**config.mk**
```make
export PLATFORM = sky130hd
export DESIGN_NAME = funct_sequencer_flat
export DESIGN_NICKNAME = d
export VERILOG_FILES = /design/src/rtl/funct_sequencer_if.sv /design/src/rtl/funct_sequencer.sv /design/src/flat_wrapper.sv
export SDC_FILE = /design/constraint.sdc
export NUM_CORES = 1
export LEC_CHECK = 0
export BUFFER_PORTS_ARGS = -buffer_cell sky130_fd_sc_hd__buf_2
export CAP_MARGIN = 20
export CORE_MARGIN = 4
export CORE_UTILIZATION = 45
export CTS_BUF_LIST = sky130_fd_sc_hd__clkbuf_16
export DETAILED_ROUTE_END_ITERATION = 16
export GPL_ROUTABILITY_DRIVEN = 0
export PLACE_DENSITY = 0.68
export SLEW_MARGIN = 20
export SYNTH_ARGS = -nofsm -noshare
export SYNTH_HDL_FRONTEND = slang
export SYNTH_SLANG_ARGS = --single-unit
```
**constraint.sdc**
```tcl
create_clock -name clk -period 3.5 [get_ports clk]
set_input_delay 1.05 -clock clk [delete_from_list [all_inputs] [get_ports clk]]
set_output_delay 1.05 -clock clk [all_outputs]
set_load 0.005 [all_outputs]
```
**src/rtl/funct_sequencer_if.sv**
```systemverilog
// Request/strobe bundle between the surrounding control (master) and the
// R-type funct sequencer (slave).
interface funct_sequencer_if;
  logic       Start;
  logic [5:0] Funct;
  logic       Busy;
  logic       Done;
  logic       Illegal;
  logic [5:0] ALUCtrl;
  logic       MulInit;
  logic       MulStep;
  logic       HiLoWrite;
  logic [5:0] SignalOut;

  modport master (
    output Start, Funct,
    input  Busy, Done, Illegal, ALUCtrl, MulInit, MulStep, HiLoWrite, SignalOut
  );

  modport slave (
    input  Start, Funct,
    output Busy, Done, Illegal, ALUCtrl, MulInit, MulStep, HiLoWrite, SignalOut
  );
endinterface

```
**src/rtl/funct_sequencer.sv**
```systemverilog
// Control sequencer for the R-type datapath: single-cycle ALU/shift/HiLo-read
// ops and a counted shift-add MULTU followed by a HiLo write.
module funct_sequencer #(
  parameter int unsigned MUL_CYCLES = 32,
  parameter int unsigned CNT_W      = 6
) (
  input logic              clk,
  input logic              rst_n,
  funct_sequencer_if.slave bus
);

  localparam int unsigned FW = 6;

  localparam logic [FW-1:0] F_AND   = 6'b100100;
  localparam logic [FW-1:0] F_OR    = 6'b100101;
  localparam logic [FW-1:0] F_ADD   = 6'b100000;
  localparam logic [FW-1:0] F_SUB   = 6'b100010;
  localparam logic [FW-1:0] F_SLT   = 6'b101010;
  localparam logic [FW-1:0] F_SLL   = 6'b000000;
  localparam logic [FW-1:0] F_MULTU = 6'b011001;
  localparam logic [FW-1:0] F_MFHI  = 6'b010000;
  localparam logic [FW-1:0] F_MFLO  = 6'b010010;

  typedef enum logic [2:0] {
    S_IDLE,
    S_EXEC,
    S_MINIT,
    S_MSTEP,
    S_MWB
  } state_t;

  state_t          r_state, w_state_d;
  logic [CNT_W-1:0] r_cnt, w_cnt_d;
  logic            r_busy, w_busy_d;
  logic            r_done, w_done_d;
  logic            r_illegal, w_illegal_d;
  logic [FW-1:0]   r_alu_ctrl, w_alu_ctrl_d;
  logic            r_mul_init, w_mul_init_d;
  logic            r_mul_step, w_mul_step_d;
  logic            r_hilo_write, w_hilo_write_d;
  logic [FW-1:0]   r_signal_out, w_signal_out_d;
  logic            w_legal;

  // Funct decode for the single-cycle path
  always_comb begin
    w_legal = 1'b0;
    case (bus.Funct)
      F_AND, F_OR, F_ADD, F_SUB, F_SLT, F_SLL, F_MULTU, F_MFHI, F_MFLO: w_legal = 1'b1;
      default: w_legal = 1'b0;
    endcase
  end

  // Outputs are computed for the next state so they register in step with it
  always_comb begin
    w_state_d      = r_state;
    w_cnt_d        = r_cnt;
    w_busy_d       = 1'b0;
    w_done_d       = 1'b0;
    w_illegal_d    = 1'b0;
    w_alu_ctrl_d   = r_alu_ctrl;
    w_mul_init_d   = 1'b0;
    w_mul_step_d   = 1'b0;
    w_hilo_write_d = 1'b0;
    w_signal_out_d = r_signal_out;

    case (r_state)
      S_IDLE: begin
        if (bus.Start) begin
          w_alu_ctrl_d = bus.Funct;
          w_busy_d     = 1'b1;
          if (bus.Funct == F_MULTU) begin
            w_state_d    = S_MINIT;
            w_mul_init_d = 1'b1;
            w_cnt_d      = '0;
          end else begin
            w_state_d = S_EXEC;
            w_done_d  = 1'b1;
            if (w_legal) w_signal_out_d = bus.Funct;
            else         w_illegal_d    = 1'b1;
          end
        end
      end
      S_EXEC: w_state_d = S_IDLE;
      S_MINIT: begin
        w_state_d    = S_MSTEP;
        w_busy_d     = 1'b1;
        w_mul_step_d = 1'b1;
        w_cnt_d      = '0;
      end
      S_MSTEP: begin
        w_busy_d = 1'b1;
        if (r_cnt == CNT_W'(MUL_CYCLES - 1)) begin
          w_state_d      = S_MWB;
          w_hilo_write_d = 1'b1;
          w_done_d       = 1'b1;
          w_signal_out_d = F_MULTU;
        end else begin
          w_mul_step_d = 1'b1;
          w_cnt_d      = r_cnt + CNT_W'(1);
        end
      end
      S_MWB:   w_state_d = S_IDLE;
      default: w_state_d = S_IDLE;
    endcase
  end

  always_ff @(posedge clk or negedge rst_n) begin
    if (!rst_n) begin
      r_state      <= S_IDLE;
      r_cnt        <= '0;
      r_busy       <= 1'b0;
      r_done       <= 1'b0;
      r_illegal    <= 1'b0;
      r_alu_ctrl   <= '0;
      r_mul_init   <= 1'b0;
      r_mul_step   <= 1'b0;
      r_hilo_write <= 1'b0;
      r_signal_out <= '0;
    end else begin
      r_state      <= w_state_d;
      r_cnt        <= w_cnt_d;
      r_busy       <= w_busy_d;
      r_done       <= w_done_d;
      r_illegal    <= w_illegal_d;
      r_alu_ctrl   <= w_alu_ctrl_d;
      r_mul_init   <= w_mul_init_d;
      r_mul_step   <= w_mul_step_d;
      r_hilo_write <= w_hilo_write_d;
      r_signal_out <= w_signal_out_d;
    end
  end

  assign bus.Busy      = r_busy;
  assign bus.Done      = r_done;
  assign bus.Illegal   = r_illegal;
  assign bus.ALUCtrl   = r_alu_ctrl;
  assign bus.MulInit   = r_mul_init;
  assign bus.MulStep   = r_mul_step;
  assign bus.HiLoWrite = r_hilo_write;
  assign bus.SignalOut = r_signal_out;

endmodule

```
**src/flat_wrapper.sv**
```systemverilog
// flat-port wrapper written by rule: the top's interface ports become plain ports
module funct_sequencer_flat 
#(
  parameter int unsigned MUL_CYCLES = 32,
  parameter int unsigned CNT_W      = 6
)
  (clk, rst_n, bus_Start, bus_Funct, bus_Busy, bus_Done, bus_Illegal, bus_ALUCtrl, bus_MulInit, bus_MulStep, bus_HiLoWrite, bus_SignalOut);
  funct_sequencer_if bus_i ();
  input logic clk;
  input logic rst_n;
  input wire logic [$bits(bus_i.Start)-1:0] bus_Start;
  input wire logic [$bits(bus_i.Funct)-1:0] bus_Funct;
  output wire logic [$bits(bus_i.Busy)-1:0] bus_Busy;
  output wire logic [$bits(bus_i.Done)-1:0] bus_Done;
  output wire logic [$bits(bus_i.Illegal)-1:0] bus_Illegal;
  output wire logic [$bits(bus_i.ALUCtrl)-1:0] bus_ALUCtrl;
  output wire logic [$bits(bus_i.MulInit)-1:0] bus_MulInit;
  output wire logic [$bits(bus_i.MulStep)-1:0] bus_MulStep;
  output wire logic [$bits(bus_i.HiLoWrite)-1:0] bus_HiLoWrite;
  output wire logic [$bits(bus_i.SignalOut)-1:0] bus_SignalOut;
  assign bus_i.Start = bus_Start;
  assign bus_i.Funct = bus_Funct;
  assign bus_Busy = bus_i.Busy;
  assign bus_Done = bus_i.Done;
  assign bus_Illegal = bus_i.Illegal;
  assign bus_ALUCtrl = bus_i.ALUCtrl;
  assign bus_MulInit = bus_i.MulInit;
  assign bus_MulStep = bus_i.MulStep;
  assign bus_HiLoWrite = bus_i.HiLoWrite;
  assign bus_SignalOut = bus_i.SignalOut;
  funct_sequencer #(.MUL_CYCLES(MUL_CYCLES), .CNT_W(CNT_W)) u_core (.clk(clk), .rst_n(rst_n), .bus(bus_i));
endmodule
```
==> results.py, run 1 <==
metrics = {
    "logic_synthesis": {
        "syn_nets": 129,
        "synth_top_family_by_area": "simple AND/OR/NAND/NOR gates",
        "yosys.area_share.simple_pct": 21.6,
        "yosysSeqAreaShare_pct": 53.5,
        "syn_area_per_cell_um2": 10.6,
        "synth-xor-area-share_pct": 0.694,
        "synth_seq_cells": 27,
        "synth-main-ff-cell": "dfrtp_1",
        "async_reset_ff_share_pct": 100,
        "synth-compound-area-share_pct": 8.92,
        "yosys_warnings": 0,
        "synth-edff-count": 0,
        "synth_cells": 119,
        "synth.distinct_cells": 32,
        "synth.area.mux_share_pct": 10.1,
        "synthAdderAreaFrac_pct": 0.991,
        "syn-cell-area_um2": 1260,
    },
    "timing": {
        "fin_hold_ws_ps": 509,
        "drv_slew": 0,
        "rsz0062_at_grt": "no",
        "fin_worst_skew_ps": 1.23,
        "fin_crit_sh_pct": 64.6,
        "worst_pin_slew_ps": 570,
        "finalHoldViolCount": 0,
        "fin_ws_ps": 1240,
        "relSlewSlack_pct": 62.0,
        "finalSetupViolations": 0,
        "max_freq_mhz": 443,
        "tns_ps": 0,
        "period_needed_ps": 2260,
    },
    "power": {
        "p_clk_share_pct": 33.2,
        "switching_share_pct": 23.9,
        "intPower_mw": 0.570,
        "pwr-share-comb_pct": 16.4,
        "p_seq_share_pct": 50.4,
        "powerDensity_nw_per_um2": 505,
        "ir_worst_vdd_mv": 0.369,
        "p_leak_nw": 0.776,
        "power.switching_mw": 0.179,
    },
    "clocking": {
        "postCtsSetupRepairBufs": 0,
        "cts_buffers": 3,
        "clk_path_buf_depth": 2,
        "root_buffer": "clkbuf_16",
        "clk_pin_slew_ps": 60,
        "cts_hold_buf": 0,
        "clock_sinks": 27,
        "cts_tree": "done",
        "insertion_delay_ps": 260,
        "ctsResizeCount": 0,
        "htreeDepth": 1,
    },
    "global_route": {
        "grt_usage_pct": 15.0,
        "grt_pass1_vias": 893,
        "grt_max_degree": 28,
        "antenna_found_initial": 0,
        "grt_pass1_wl_um": 4110,
        "grt_overflow": 0,
    },
    "placement": {
        "hpwl_um": 1890,
        "place_ws_ps": 979,
        "port_buffers": 26,
        "place_inst": 171,
    },
    "setup_path": {
        "worstPathRequired_ps": 3680,
        "critPathKind": "in -> reg",
        "critPathLaunchType": "input pin",
        "crit_path_end_kind": "flop",
        "r2r_slack_ps": 1610,
        "r2r-end": "u_core.bus.SignalOut[4]$_DFFE_PN0P_",
        "reg2reg_depth": 4,
        "critPathArrivalTime_ps": 2440,
        "regToRegStartpoint": "u_core.r_state[0]$_DFFE_PN0P_",
        "crit_start": "bus_Funct[5]",
        "critPathMaxFanout": 9,
    },
    "worst_hold_path": {
        "whs_endpoint": "u_core.bus.ALUCtrl[5]$_DFFE_PN0P_",
        "min_path_type": "reg -> reg",
        "hold_path_startpoint": "u_core.bus.ALUCtrl[5]$_DFFE_PN0P_",
        "hold_path_depth": 1,
    },
    "floorplan": {
        "die_h_um": 61.0,
        "initial_core_util_pct": 49.2,
        "core-area_um2": 2570,
        "io_pins": 27,
        "row_count": 18,
        "die_w_um": 61.0,
        "fp.dieArea_um2": 3720,
    },
    "final_layout": {
        "drive_above_1_share_pct": 26.9,
        "synthToLayoutAreaGrowth_pct": 17.4,
        "num_antenna_cells": 0,
        "fin_cells": 175,
        "postLayoutCoreUtil_pct": 57.7,
        "finalNetCount": 156,
    },
    "route": {
        "routed_wl_um": 2370,
        "wl_per_cell_um": 13.5,
        "drc": 0,
        "via_per_inst": 5.38,
        "vias": 942,
        "drtAntennaViolNets": 0,
        "first_pass_iters": 4,
        "drtIter0Drc": 10,
    },
    "run": {
        "maxCapViolCount": 0,
    },
    "run_status": {
        "outcome": "complete, no violations",
    },
}
-- metal layers --
layer,global-route usage (%),wire length [um],vias up,share of wire (%)
li1,-,-,467,-
met1,22.4,1180,444,50
met2,21.5,1010,29,43
met3,4.89,167,2,7.1
met4,2.79,13,0,0.55
met5,0,0,-,0
-- through the flow --
stage / area, um2 / power (mW)
floorplan: 1260 / 0.447
CTS: 1480 / 0.759
detailed placement: 1400 / 0.511
finish: 1480 / 0.749
global placement: 1400 / 0.505
global route: 1480 / 0.791
-- power by group through the flow --
stage	logic (mW)	clock network [mW]	registers, mW
final	0.123	0.249	0.378
after global routing	0.140	0.266	0.385
after CTS	0.127	0.254	0.378
after detailed placement	0.127	0	0.384
after global placement	0.123	0	0.382
after floorplan	0.0636	0	0.384
-- cells in the final DEF, fill, tap and decap left out, drive strengths merged, types with 2 or more instances in the layout --
cell type and instances:
nor4b 2, nand2b 3, mux2 6, clkbuf 3, a21oi 9, or3 3, inv 8, dfrtp 27
nand2 14, nor2 14, mux2i 6, nand3 5, nor3 3, buf 26
-- critical path, stage by stage --
cell,delay (ps)
buf_2,130
and4bb_1,310
a31oi_1,140
nand2b_4,200
or4_1,470
a21oi_1,150
-- worst max-delay path by stage --
stage,endpoint,cells after the start
after global routing,u_core.bus.SignalOut[4]$_DFFE_PN0P_,5
final,u_core.r_cnt[5]$_DFFE_PN0P_,6
after floorplan,u_core.r_cnt[5]$_DFFE_PN0P_,6
after detailed placement,u_core.r_cnt[5]$_DFFE_PN0P_,6
after CTS,u_core.r_cnt[5]$_DFFE_PN0P_,6
after global placement,u_core.r_cnt[5]$_DFFE_PN0P_,6
-- cells in the mapped netlist, types with 2 or more instances --
master,n,area share (%)
nor3_1,3,1.2
nand2b_1,2,0.99
nand3_1,5,2.0
buf_2,3,1.2
nor2_1,14,4.2
mux2_2,6,5.4
or3_1,3,1.5
a21oi_1,9,3.6
mux2i_1,6,4.8
nand2_1,14,4.2
inv_1,7,2.1
dfrtp_1,27,54
-- cell families (layout without fill, tap and decap cells) --
| kind of cell | after synthesis | in the layout |
|---|---|---|
| compound gates | 17 | 17 |
| fa+ha+maj | 1 | 1 |
| flops | 27 | 27 |
| xor+xnor | 1 | 1 |
| simple gates | 50 | 50 |
| buf+inv | 11 | 37 |
| mux | 12 | 12 |
-- cell type report --
cell class                 instances  area, um2
fill                             239       1080
sequential                        27        676
multi-input combinational         81        534
timing repair buffer              26        130
clock buffer                       3       75.1
tap                               30       37.5
inverter                           7       26.3
clock inverter                     1       3.75
-- registers in the layout (all words and copies together) (netlist names), 3 cells and up --
signal,flops
u_core.r_state,3
u_core.bus.ALUCtrl,6
u_core.bus.SignalOut,6
u_core.r_cnt,6
Power figures use the tool's default switching activity.
==> inputs of run 2 (changes only) <==
clock period = 2.3 ns   (was 3.5 ns; I/O delays follow)
==> run 2 against run 1 <==
Sequential share of layout area is 0.23 points lower. Count of clock-buffer cells in the layout stayed put. Clock power is 55% higher. Power is 53% higher. Sequential power is 52% higher. Critical path type unchanged. Clock skew is 0.61 ps higher. Register-to-register slack worse by 1100 ps. Final cell count is 0.57% higher. Utilization is 0.29 points higher. Hold slack worse by 78 ps. Flip-flop and latch count stayed put.
==> results.py, run 2 (synthesized netlist as in run 1, its figures left out) <==
metrics = {
    "timing": {
        "fin_ws_ps": 423,
        "worst_pin_slew_ps": 591,
        "fin_worst_skew_ps": 1.84,
        "finalHoldViolCount": 0,
        "rsz0062_at_grt": "no",
        "fin_crit_sh_pct": 81.6,
        "drv_slew": 0,
        "finalSetupViolations": 0,
        "fin_hold_ws_ps": 431,
        "tns_ps": 0,
        "relSlewSlack_pct": 60.6,
        "max_freq_mhz": 533,
        "period_needed_ps": 1880,
    },
    "global_route": {
        "antenna_found_initial": 0,
        "grt_max_degree": 28,
        "grt_overflow": 0,
        "grt_usage_pct": 15.0,
        "grt_pass1_wl_um": 4170,
        "grt_pass1_vias": 908,
    },
    "setup_path": {
        "r2r_slack_ps": 510,
        "critPathKind": "in -> reg",
        "critPathLaunchType": "input pin",
        "reg2reg_depth": 6,
        "critPathMaxFanout": 9,
        "crit_path_max_incr_delay_ps": 480,
        "cpMaxStageDelayCell": "or4_1",
        "cp_top_family": "simple AND/OR/NAND/NOR gates",
        "crit_buf_inv": 1,
        "regToRegStartpoint": "u_core.r_cnt[0]$_DFFE_PN0P_",
        "crit_path_end_kind": "flop",
        "critPathArrivalTime_ps": 2060,
        "r2r-end": "u_core.r_cnt[5]$_DFFE_PN0P_",
        "worstPathRequired_ps": 2490,
        "crit_chain": "buf_2 -> and4bb_1 -> a31oi_1 -> nand2b_4 -> or4_1 -> a21oi_1",
    },
    "clocking": {
        "ctsResizeCount": 0,
        "clk_path_buf_depth": 2,
        "clock_sinks": 27,
        "insertion_delay_ps": 260,
        "cts_tree": "done",
        "htreeDepth": 1,
        "cts_hold_buf": 0,
        "root_buffer": "clkbuf_16",
        "cts_buffers": 3,
        "clk_pin_slew_ps": 60,
        "postCtsSetupRepairBufs": 0,
    },
    "final_layout": {
        "num_antenna_cells": 0,
        "final_common_cell": "dfrtp_1",
        "seq_area_um2": 676,
        "multi_input_area_um2": 534,
        "layout_common_cells": "dfrtp_1, buf_2, nor2_1, nand2_1, a21oi_1",
        "fillCellCount": 244,
        "drive_above_1_share_pct": 27.4,
        "synthToLayoutAreaGrowth_pct": 18.0,
        "finalNetCount": 157,
    },
    "placement": {
        "place_ws_ps": 153,
        "hpwl_um": 1930,
        "port_buffers": 26,
    },
    "power": {
        "p_leak_nw": 0.781,
        "ir_worst_vdd_mv": 0.543,
        "powerDensity_nw_per_um2": 771,
        "total_power_mw": 1.15,
    },
    "floorplan": {
        "io_pins": 27,
        "die_w_um": 61.0,
        "core-area_um2": 2570,
        "row_count": 18,
        "initial_core_util_pct": 49.2,
        "die_h_um": 61.0,
        "fp.dieArea_um2": 3720,
    },
    "route": {
        "via_per_inst": 5.44,
        "wl_per_cell_um": 14.3,
        "drtIter0Drc": 27,
        "drc": 0,
        "first_pass_iters": 4,
        "vias": 957,
        "routed_wl_um": 2520,
        "drtAntennaViolNets": 0,
    },
    "run_status": {
        "outcome": "complete, no violations",
    },
    "worst_hold_path": {
        "min_path_type": "in -> async",
    },
    "run": {
        "maxCapViolCount": 0,
    },
}
## run 2: power breakdown
group          switching [mW]  internal [mW]
clock network           0.154          0.233
logic                  0.0897         0.0989
registers              0.0359          0.538
total                   0.279          0.870
## run 2: cell type report
class	count	share of cell area [%]
clock buffer	3	5.04
clock inverter	1	0.252
inverter	7	1.76
multi-input combinational	81	35.9
sequential	27	45.3
tap	30	2.52
timing repair buffer	27	9.24
## run 2: worst register-to-register path: cells and delay by family (launching register included)
kind	cells	cell delay (ps)
and+or+nand+nor	3	670
AOI/OAI and AO/OA	2	370
DFF	1	420
adders and majority gates	1	270
## run 2: per-stage QoR
step / util, % / cells / cell area [um2]
floorplan: - / 119 / 1260
global placement: 55.0 / 172 / 1410
detailed placement: 55.0 / 172 / 1410
CTS: 58.0 / 176 / 1490
global route: 58.0 / 176 / 1490
finish: 58.0 / 176 / 1490
## run 2: how the worst max path moves through the flow
| stage | slack [ps] | depth (start not counted) | endpoint | startpoint |
|---|---|---|---|---|
| global route | 320 | 6 | u_core.r_cnt[5]$_DFFE_PN0P_ | bus_Funct[5] |
| detailed placement | 150 | 6 | u_core.r_cnt[5]$_DFFE_PN0P_ | bus_Funct[5] |
| finish | 420 | 6 | u_core.r_cnt[5]$_DFFE_PN0P_ | bus_Funct[5] |
| CTS | 420 | 6 | u_core.r_cnt[5]$_DFFE_PN0P_ | bus_Funct[5] |
| global placement | 190 | 6 | u_core.r_cnt[5]$_DFFE_PN0P_ | bus_Funct[5] |
| floorplan | 290 | 6 | u_core.r_cnt[5]$_DFFE_PN0P_ | bus_Funct[5] |
## run 2: metal layers
metal / part of all wire, % / up-vias / GRT usage (%)
li1: - / 471 / -
met1: 48 / 451 / 21.6
met2: 44 / 31 / 23.1
met3: 7.0 / 4 / 3.40
met4: 1.4 / 0 / 3.72
met5: 0 / - / 0
==> inputs of run 3 (changes only) <==
ABC_AREA = 1   (was default)
PLACE_DENSITY = 0.7   (was 0.68)
clock period = 1.7 ns   (was 2.3 ns; I/O delays follow)
==> run 3 against run 2 <==
Design area grew 7.6%. Count of clock-buffer cells in the layout stayed put. Routed wire length up 8.0%. Clock power increased by 34%. Flip-flop and latch count did not move. Hold slack got worse by 180 ps. Die area increased by 6.3%. Global-route usage rose by 0.082 points. Critical endpoint is now u_core.bus.SignalOut[5]$_DFFE_PN0P_. Largest power group is now combinational logic. Highest routed layer unchanged.
==> results.py, run 3 <==
metrics = {
    "timing": {
        "finalSetupViolations": 0,
        "max_freq_mhz": 645,
        "fin_hold_ws_ps": 255,
        "tns_ps": 0,
        "fin_worst_skew_ps": 5.39,
        "relSlewSlack_pct": 60.5,
        "finalHoldViolCount": 0,
        "fin_ws_ps": 149,
        "period_needed_ps": 1550,
        "fin_crit_sh_pct": 91.2,
        "worst_pin_slew_ps": 593,
        "drv_slew": 0,
        "rsz0062_at_grt": "no",
    },
    "power": {
        "switching_share_pct": 38.5,
        "p_seq_share_pct": 38.1,
        "power.switching_mw": 0.972,
        "p_clk_share_pct": 20.5,
        "ir_worst_vdd_mv": 0.777,
        "p_leak_nw": 0.856,
        "total_power_mw": 2.53,
        "intPower_mw": 1.55,
        "pwr-share-comb_pct": 41.3,
        "powerDensity_nw_per_um2": 1580,
    },
    "final_layout": {
        "layout_common_cells": "nand2_1, dfrtp_1, buf_2",
        "synthToLayoutAreaGrowth_pct": 18.5,
        "design_area_um2": 1600,
        "finalNetCount": 193,
        "num_antenna_cells": 0,
        "drive_above_1_share_pct": 29.1,
        "final_common_cell": "nand2_1",
    },
    "setup_path": {
        "crit_chain": "ha_1 -> nand3_2 -> o21ai_4 -> nand2_4 -> nor2_8 -> nand3_4 -> nand2_1 -> nand2_1",
        "regToRegStartpoint": "u_core.r_cnt[1]$_DFFE_PN0P_",
        "cp_top_family": "simple AND/OR/NAND/NOR gates",
        "crit_path_end_kind": "flop",
        "r2r_slack_ps": 150,
        "critPathArrivalTime_ps": 1690,
        "critPathLaunchType": "flop",
        "critPathCapture": "u_core.bus.SignalOut[5]$_DFFE_PN0P_",
        "crit_buf_inv": 0,
        "reg2reg_depth": 8,
        "critical_path_depth": 8,
        "worstPathRequired_ps": 1840,
        "critPathKind": "reg -> reg",
        "crit_path_max_incr_delay_ps": 380,
        "r2r-end": "u_core.bus.SignalOut[5]$_DFFE_PN0P_",
        "cpMaxStageDelayCell": "dfrtp_1",
        "crit_top_cell": "nand2_1",
        "critPathMaxFanout": 7,
        "crit_start": "u_core.r_cnt[1]$_DFFE_PN0P_",
    },
    "floorplan": {
        "io_pins": 27,
        "die_w_um": 62.9,
        "fp.dieArea_um2": 3950,
        "initial_core_util_pct": 48.3,
        "row_count": 19,
        "die_h_um": 62.9,
        "core-area_um2": 2810,
    },
    "logic_synthesis": {
        "synth-edff-count": 0,
        "syn_area_per_cell_um2": 8.91,
        "post-synth-top-area-cell": "dfrtp_1",
        "yosys.area.top_type_share_pct": 49.9,
        "async_reset_ff_share_pct": 100,
        "yosys_warnings": 0,
        "syn_nets": 162,
        "synth_cells": 152,
        "yosysSeqAreaShare_pct": 49.9,
        "synth.distinct_cells": 27,
        "syn-cell-area_um2": 1350,
        "synth_seq_cells": 27,
        "ys_top_cells_by_area": "dfrtp_1, nand2_1, o21ai_1, inv_1, nor2_1",
        "synth-main-ff-cell": "dfrtp_1",
        "synth_most_common_cell": "nand2_1",
        "synth_commonest_cells": "nand2_1, dfrtp_1, inv_1, nor2_1, o21ai_1",
    },
    "route": {
        "drtAntennaViolNets": 0,
        "vias": 1091,
        "routed_wl_um": 2720,
        "drc": 0,
        "drtIter0Drc": 30,
        "wl_per_cell_um": 12.8,
        "via_per_inst": 5.12,
        "first_pass_iters": 4,
    },
    "placement": {
        "hpwl_um": 2160,
        "post_dp_cell_area_um2": 1530,
        "place_ws_ps": 126,
        "port_buffers": 26,
    },
    "clocking": {
        "root_buffer": "clkbuf_16",
        "clk_path_buf_depth": 2,
        "cts_hold_buf": 0,
        "cts_tree": "done",
        "clk_pin_slew_ps": 60,
        "htreeDepth": 1,
        "postCtsSetupRepairBufs": 0,
        "insertion_delay_ps": 260,
        "ctsResizeCount": 0,
        "clock_sinks": 27,
        "cts_buffers": 3,
    },
    "global_route": {
        "grt_max_degree": 28,
        "antenna_found_initial": 0,
        "grt_pass1_vias": 1068,
        "grt_usage_pct": 15.1,
        "grt_pass1_wl_um": 4820,
        "grt_overflow": 0,
    },
    "run_status": {
        "outcome": "complete, no violations",
    },
    "worst_hold_path": {
        "min_path_type": "in -> async",
    },
    "run": {
        "maxCapViolCount": 0,
    },
}
## run 3: changes by cell type in the layout (fill, tap and decap cells not counted), moves of 3 or more
cell     before  now
nand2_1      14   47
or3_1         3    0
inv_2         0    5
mux2i_1       6    0
a21oi_1       9    0
mux2_2        6    0
nand2_2       0    5
o21ai_1       0    9
inv_1         8   13
nand4_1       0    6
## run 3: how the worst min path moves through the flow
stage / endpoint / start / cells after the start
floorplan: u_core.bus.ALUCtrl[0]$_DFFE_PN0P_ / rst_n / 0
global placement: u_core.bus.SignalOut[5]$_DFFE_PN0P_ / u_core.bus.SignalOut[5]$_DFFE_PN0P_ / 2
detailed placement: u_core.bus.SignalOut[4]$_DFFE_PN0P_ / u_core.bus.SignalOut[4]$_DFFE_PN0P_ / 2
CTS: u_core.bus.SignalOut[5]$_DFFE_PN0P_ / rst_n / 1
global route: u_core.bus.SignalOut[5]$_DFFE_PN0P_ / rst_n / 1
finish: u_core.bus.Done$_DFF_PN0_ / rst_n / 1
## run 3: metal layers
layer / up-vias / GRT usage, % / routed length [um]
li1: 553 / - / -
met1: 505 / 19.7 / 1280
met2: 28 / 26.0 / 1270
met3: 5 / 1.80 / 126
met4: 0 / 4.96 / 43
met5: - / 0 / 0
## run 3: stage by stage
step / instances / util (%)
2_1_floorplan: 152 / -
3_3_place_gp: 209 / 54.4
3_5_place_dp: 209 / 54.4
4_1_cts: 213 / 57.2
5_1_grt: 213 / 57.2
6_report: 213 / 57.2
## run 3: worst reg2reg max path, delay by kind of cell, from the launching register on
family	cells	cell delay (ps)
AOI/OAI and AO/OA	1	210
and+or+nand+nor	6	630
DFF	1	380
adders and majority gates	1	220
## run 3: cells by family (layout without fill, tap and decap cells)
| logic type | after synthesis | count (layout) | synth area share, % |
|---|---|---|---|
| buffers and inverters | 19 | 49 | 5.73 |
| AND/OR/NAND/NOR | 89 | 89 | 35.4 |
| XOR/XNOR | 3 | 3 | 1.94 |
| AO/OA/AOI/OAI | 13 | 13 | 6.10 |
| flip-flops | 27 | 27 | 49.9 |
| adder cells (fa/ha/maj) | 1 | 1 | 0.924 |
## run 3: area by class of cell
class	count	area (um2)
Timing Repair Buffer	27	138
Clock buffer	3	75.1
Inverter	18	72.6
Multi-Input combinational cell	106	601
Clock inverter	1	3.75
Tap cell	31	38.8
Sequential cell	27	676
Fill cell	260	1200
## run 3: power groups by stage
stage | Clock (mW) | Combinational [mW] | Sequential [mW]
finish | 0.519 | 1.04 | 0.964
global route | 0.554 | 1.16 | 1.00
detailed placement | 0 | 1.06 | 0.972
CTS | 0.526 | 1.06 | 0.966
floorplan | 0 | 0.691 | 0.991
global placement | 0 | 1.02 | 0.963
